`src/rtl/cl_dmem_access.sv`:
```
// Data-memory access unit: turns one core load/store into a single-beat memory
// request with byte-lane steering, load-result extraction and a wait timeout.
`timescale 1ns/1ps
module cl_dmem_access #(
    parameter int ADDR_W  = 32,
    parameter int TIMEOUT = 16
) (
    input  logic              clk,
    input  logic              n_reset,
    input  logic              req_v_i,
    input  logic              is_load_i,
    input  logic              is_store_i,
    input  logic              is_byte_i,
    input  logic [ADDR_W-1:0] addr_i,
    input  logic [31:0]       wdata_i,
    output logic              req_ready_o,
    output logic              rd_v_o,
    output logic [31:0]       rd_data_o,
    output logic              done_o,
    output logic              err_o,
    output logic              mem_v_o,
    output logic              mem_w_o,
    output logic [ADDR_W-3:0] mem_addr_o,
    output logic [3:0]        mem_be_o,
    output logic [31:0]       mem_wdata_o,
    input  logic              mem_yumi_i,
    input  logic              mem_rv_i,
    input  logic [31:0]       mem_rdata_i
);

    localparam int              CNT_W    = $clog2(TIMEOUT + 1);
    localparam logic [CNT_W-1:0] CNT_LAST = CNT_W'(TIMEOUT - 1);

    typedef enum logic [1:0] {
        IDLE = 2'd0,
        REQ  = 2'd1,
        RESP = 2'd2
    } state_t;

    state_t state_reg, state_next;

    logic [CNT_W-1:0]  cnt_reg;
    logic              load_reg;
    logic              byte_reg;
    logic [1:0]        lane_reg;
    logic [ADDR_W-3:0] addr_reg;
    logic [3:0]        be_reg;
    logic [31:0]       wdata_reg;
    logic [31:0]       rd_data_reg;
    logic              rd_v_reg;
    logic              done_reg;
    logic              err_reg;

    logic        req_bad;
    logic        accept;
    logic        bad_req;
    logic        store_done;
    logic        load_done;
    logic        timeout_hit;
    logic        cnt_clr;
    logic        cnt_inc;
    logic        wait_last;
    logic [3:0]  be_next;
    logic [31:0] wdata_next;
    logic [31:0] load_value;
    logic [7:0]  rdata_lane [4];
    logic [3:0]  lane_hot;

    // Per-lane decode: read-data byte extraction and one-hot lane enable.
    genvar gi;
    generate
        for (gi = 0; gi < 4; gi++) begin : g_lane
            assign rdata_lane[gi] = mem_rdata_i[8*gi +: 8];
            assign lane_hot[gi]   = (addr_i[1:0] == 2'(gi));
        end
    endgenerate

    // Word ops must be aligned and exactly one of load/store must be set.
    assign req_bad    = (!is_byte_i && (addr_i[1:0] != 2'b00)) || (is_load_i == is_store_i);
    assign be_next    = is_byte_i ? lane_hot : 4'b1111;
    assign wdata_next = is_byte_i ? {4{wdata_i[7:0]}} : wdata_i;
    assign load_value = byte_reg ? {24'h0, rdata_lane[lane_reg]} : mem_rdata_i;
    assign wait_last  = (cnt_reg == CNT_LAST);

    always_comb begin
        state_next  = state_reg;
        accept      = 1'b0;
        bad_req     = 1'b0;
        store_done  = 1'b0;
        load_done   = 1'b0;
        timeout_hit = 1'b0;
        cnt_clr     = 1'b0;
        cnt_inc     = 1'b0;
        case (state_reg)
            IDLE: begin
                if (req_v_i) begin
                    if (req_bad) begin
                        bad_req = 1'b1;
                    end else begin
                        accept     = 1'b1;
                        cnt_clr    = 1'b1;
                        state_next = REQ;
                    end
                end
            end
            REQ: begin
                // A handshake on the final wait cycle still wins over the timeout.
                if (mem_yumi_i) begin
                    if (!load_reg) begin
                        store_done = 1'b1;
                        state_next = IDLE;
                    end else if (mem_rv_i) begin
                        load_done  = 1'b1;
                        state_next = IDLE;
                    end else begin
                        cnt_clr    = 1'b1;
                        state_next = RESP;
                    end
                end else if (wait_last) begin
                    timeout_hit = 1'b1;
                    state_next  = IDLE;
                end else begin
                    cnt_inc = 1'b1;
                end
            end
            RESP: begin
                if (mem_rv_i) begin
                    load_done  = 1'b1;
                    state_next = IDLE;
                end else if (wait_last) begin
                    timeout_hit = 1'b1;
                    state_next  = IDLE;
                end else begin
                    cnt_inc = 1'b1;
                end
            end
            default: begin
                state_next = IDLE;
            end
        endcase
    end

    always_ff @(posedge clk or negedge n_reset) begin
        if (!n_reset) begin
            state_reg   <= IDLE;
            cnt_reg     <= '0;
            load_reg    <= 1'b0;
            byte_reg    <= 1'b0;
            lane_reg    <= 2'b00;
            addr_reg    <= '0;
            be_reg      <= 4'b0000;
            wdata_reg   <= 32'h0;
            rd_data_reg <= 32'h0;
            rd_v_reg    <= 1'b0;
            done_reg    <= 1'b0;
            err_reg     <= 1'b0;
        end else begin
            state_reg <= state_next;
            if (cnt_clr) begin
                cnt_reg <= '0;
            end else if (cnt_inc) begin
                cnt_reg <= cnt_reg + CNT_W'(1);
            end
            if (accept) begin
                load_reg  <= is_load_i;
                byte_reg  <= is_byte_i;
                lane_reg  <= addr_i[1:0];
                addr_reg  <= addr_i[ADDR_W-1:2];
                be_reg    <= be_next;
                wdata_reg <= wdata_next;
            end
            if (load_done) begin
                rd_data_reg <= load_value;
            end
            rd_v_reg <= load_done;
            done_reg <= store_done | load_done;
            err_reg  <= bad_req | timeout_hit;
        end
    end

    // Request fields are only driven while the request is live.
    assign mem_v_o     = (state_reg == REQ);
    assign mem_w_o     = mem_v_o & ~load_reg;
    assign mem_addr_o  = mem_v_o ? addr_reg : '0;
    assign mem_be_o    = mem_v_o ? be_reg : 4'b0000;
    assign mem_wdata_o = mem_v_o ? wdata_reg : 32'h0;

    assign req_ready_o = (state_reg == IDLE) & n_reset;
    assign rd_v_o      = rd_v_reg;
    assign rd_data_o   = rd_data_reg;
    assign done_o      = done_reg;
    assign err_o       = err_reg;

endmodule
```
`config.mk`:
```
export PLATFORM = sky130hd
export DESIGN_NAME = cl_dmem_access
export DESIGN_NICKNAME = d
export VERILOG_FILES = /design/src/rtl/cl_dmem_access.sv
export SDC_FILE = /design/constraint.sdc
export NUM_CORES = 1
export LEC_CHECK = 0
export BUFFER_PORTS_ARGS = -buffer_cell sky130_fd_sc_hd__buf_2
export CAP_MARGIN = 0
export CORE_MARGIN = 1
export CORE_UTILIZATION = 49
export CTS_CLUSTER_DIAMETER = 40
export DETAILED_ROUTE_END_ITERATION = 8
export PLACE_DENSITY = 0.8
export REMOVE_ABC_BUFFERS = 1
export SETUP_SLACK_MARGIN = 0.15
export SLEW_MARGIN = 5
export SYNTH_ARGS = -nofsm -noshare
export SYNTH_HDL_FRONTEND = slang
export SYNTH_SLANG_ARGS = --single-unit
```
`constraint.sdc`:
```
create_clock -name clk -period 2.25 [get_ports clk]
set_clock_uncertainty 0.15 [all_clocks]
set_input_delay 0 -clock clk [delete_from_list [all_inputs] [get_ports clk]]
set_output_delay 0 -clock clk [all_outputs]
set_load 0.005 [all_outputs]
```
==> results.yml <==
die:
  die_w_um: 107
  io_pins: 208
  initial_core_util: 0.503
  core-area_mm2: 0.0108
  die-area_mm2: 0.0115
  row_count: 38
  die_y_um: 107
critical_path:
  setup.worst_path.start_class: "register"
  critPathCaptureType: "register"
  cp.arrival_ns: 2.15
  regToRegEndpoint: "err_o"
  path_max_fanout: 3
  cp.required_ns: 2.35
  timing.rr.start: "cnt_reg[0]"
  ff2ff_path_depth: 5
  rrSetupSlack_ns: 0.20
  worstSetupPathType: "reg2reg"
route:
  ant_nets: 0
  wirelength_um: 15100
  drc_errors: 0
  firstDrtPassIters: 4
  drtIter0Drc: 270
  vias: 4920
  wl_per_cell_um: 16.0
  drt-vias-per-instance: 5.18
cts:
  clock-sinks: 112
  path_clk_slew_ns: 0.10
  cts.htree.levels: 3
  cts_root_buffer: "clkbuf_8"
  cts.path.max_buffers: 2
  clk_latency_ns: 0.36
  cts_made_buffers: 9
  cts_tree: "built"
timing:
  max_freq_ghz: 0.488
  tightest_slew_ns: 0.598
  post-route-period-util: 0.912
  setup-tns-final_ns: 0
  slew_headroom: 0.602
  post-route-min-period_ns: 2.05
  setup_viol: 0
  slew_viol_final: 0
  final_hold_viol_count: 0
  rsz0062_at_grt: "true"
layout:
  areaGrowthSynthToFinish_pct: 44.3
  layoutNonFillerInstCount: 949
  fillers: 715
  nets: 917
  final_area_mm2: 0.00783
  insertedDiodeCount: 0
  layout-drive-gt1-share: 0.351
  register_area_mm2: 0.00280
  multiInputGateArea_mm2: 0.00243
  fin_util: 0.725
placed_design:
  gp_congestion: 0.814
  place_hpwl_um: 9160
  placed_cell_area_mm2: 0.00659
  port_buffers: 207
  dp_cells: 830
pwr:
  ir_drop_mv: 0.562
  power_density_mw_per_mm2: 988
  total_power_uw: 7740
  p_leak_uw: 0.00398
synth:
  syn_area_mm2: 0.00543
  synthFlopType: "dfrtp_1"
  async_flop_share: 1.00
  synth_seq_cells: 112
  synth_enable_flop_cells: 0
  post_synth.cell_area_avg_um2: 10.8
  ys_warn_count: 0
  ys_seq_area_frac: 0.516
  netlist_instances: 503
  netlist-cell-type-count: 41
grt:
  grt_antenna_before_repair: 0
  grt_max_degree: 72
  grt_pass1_wl_um: 24000
  grt-ovfl-total: 0
  track_usage: 0.268
  grt_pass1_vias: 5036
run_status:
  run_status: "finished, final reports clean"
flow_run:
  cap_violations: 0
worst_hold_path:
  hp-class: "in2async"
-- metrics by stage --
step	setup slack (ns)	hold WS, ns
floorplan	-1.35	-0.446
global placement	0.264	-0.109
detailed placement	0.176	-0.0985
CTS	0.151	0.0284
global route	0.106	0.0624
finish	0.199	0.0331
-- how the worst max path moves through the flow --
stage	from	to	slack, ns	cells after the start
final	cnt_reg[0]	err_o	0.20	5
after global routing	cnt_reg[0]	cnt_reg[3]	0.11	6
after CTS	cnt_reg[0]	cnt_reg[4]	0.15	6
after detailed placement	cnt_reg[0]	cnt_reg[4]	0.18	6
after global placement	cnt_reg[0]	cnt_reg[4]	0.26	6
after floorplan	state_reg[0]	addr_reg[0]	-1.35	4
-- routing by layer --
| metal | GRT usage | wire [um] |
|---|---|---|
| met5 | 0 | 0 |
| met4 | 0.129 | 437 |
| met3 | 0.0419 | 781 |
| met2 | 0.479 | 7860 |
| met1 | 0.312 | 6060 |
-- timing repair --
item	in CTS	in global routing
gates resized for setup	1	4
hold buffers	104	0
buffers inserted	0	1
hold endpoints to repair	166	0
endpoints found under the setup margin	1	3
-- cell type report --
cell class | count | share of cell area
clock buffers | 10 | 0.0163
flip-flops and latches | 112 | 0.358
clock inverters | 4 | 0.00607
multi-input cells | 350 | 0.311
inverters | 8 | 0.00384
well taps | 140 | 0.0224
repair buffers | 325 | 0.283
-- critical path, cell delays in order, from the launching register on --
cell	delay (ns)
dfrtp_1	0.42
ha_2	0.20
and3_1	0.20
ha_1	0.22
a32o_1	0.22
dlygate4sd3_1	0.55
-- cell usage after synthesis, types with 2 or more instances --
| cell | count | share of area |
|---|---|---|
| buf_4 | 7 | 0.0097 |
| and2_1 | 67 | 0.077 |
| nand2_1 | 59 | 0.041 |
| a21oi_1 | 25 | 0.023 |
| mux2i_1 | 26 | 0.048 |
| o22ai_1 | 7 | 0.0081 |
| a21o_1 | 3 | 0.0042 |
| buf_6 | 2 | 0.0042 |
| mux2_2 | 32 | 0.066 |
| and3_1 | 2 | 0.0023 |
| nand3_1 | 4 | 0.0037 |
| o21ai_0 | 2 | 0.0018 |
| dfrtp_1 | 112 | 0.52 |
| inv_1 | 7 | 0.0048 |
| nor3_1 | 4 | 0.0037 |
| nand3b_1 | 24 | 0.033 |
| o21a_1 | 8 | 0.011 |
| nor2_1 | 36 | 0.025 |
| xnor2_1 | 3 | 0.0048 |
| a2111oi_1 | 3 | 0.0055 |
| mux2_4 | 10 | 0.028 |
| ha_1 | 7 | 0.016 |
| buf_2 | 5 | 0.0046 |
| o311ai_0 | 8 | 0.013 |
| nand2b_1 | 4 | 0.0046 |
| clkbuf_1 | 18 | 0.012 |
| a31oi_1 | 4 | 0.0046 |
-- logic make-up after synthesis --
logic type / count (synthesis) / synth area share
AO/OA/AOI/OAI: 68 / 0.0851
buffers and inverters: 41 / 0.0392
AND/OR/NAND/NOR: 203 / 0.195
flip-flops: 112 / 0.516
multiplexers: 68 / 0.142
adder cells (fa/ha/maj): 7 / 0.0161
XOR/XNOR: 4 / 0.00646
-- power by group --
part	internal, uW	switching [uW]
Sequential	2860	493
Clock	501	634
Combinational	1730	1520
Total	5090	2640
-- cells in the final DEF (no fill, tap or decap), drive strengths merged --
cell	n
buf	221
dfrtp	112
dlygate4sd3	104
and2	67
nand2	59
mux2	42
nor2	36
mux2i	26
a21oi	25
nand3b	24
clkbuf	10
o311ai	8
o21a	8
inv	8
o22ai	7
ha	7
nand3	4
nor3	4
a31oi	4
nand2b	4
a21o	3
a2111oi	3
xnor2	3
and3	2
o21ai	2
clkinv	2
o211ai	2
a211oi	2
nor2b	1
o21bai	1
xor2	1
a32o	1
and4	1
nor3b	1
a221oi	1
o41ai	1
clkinvlp	1
bufinv	1
(Power assumes the default switching activity.)
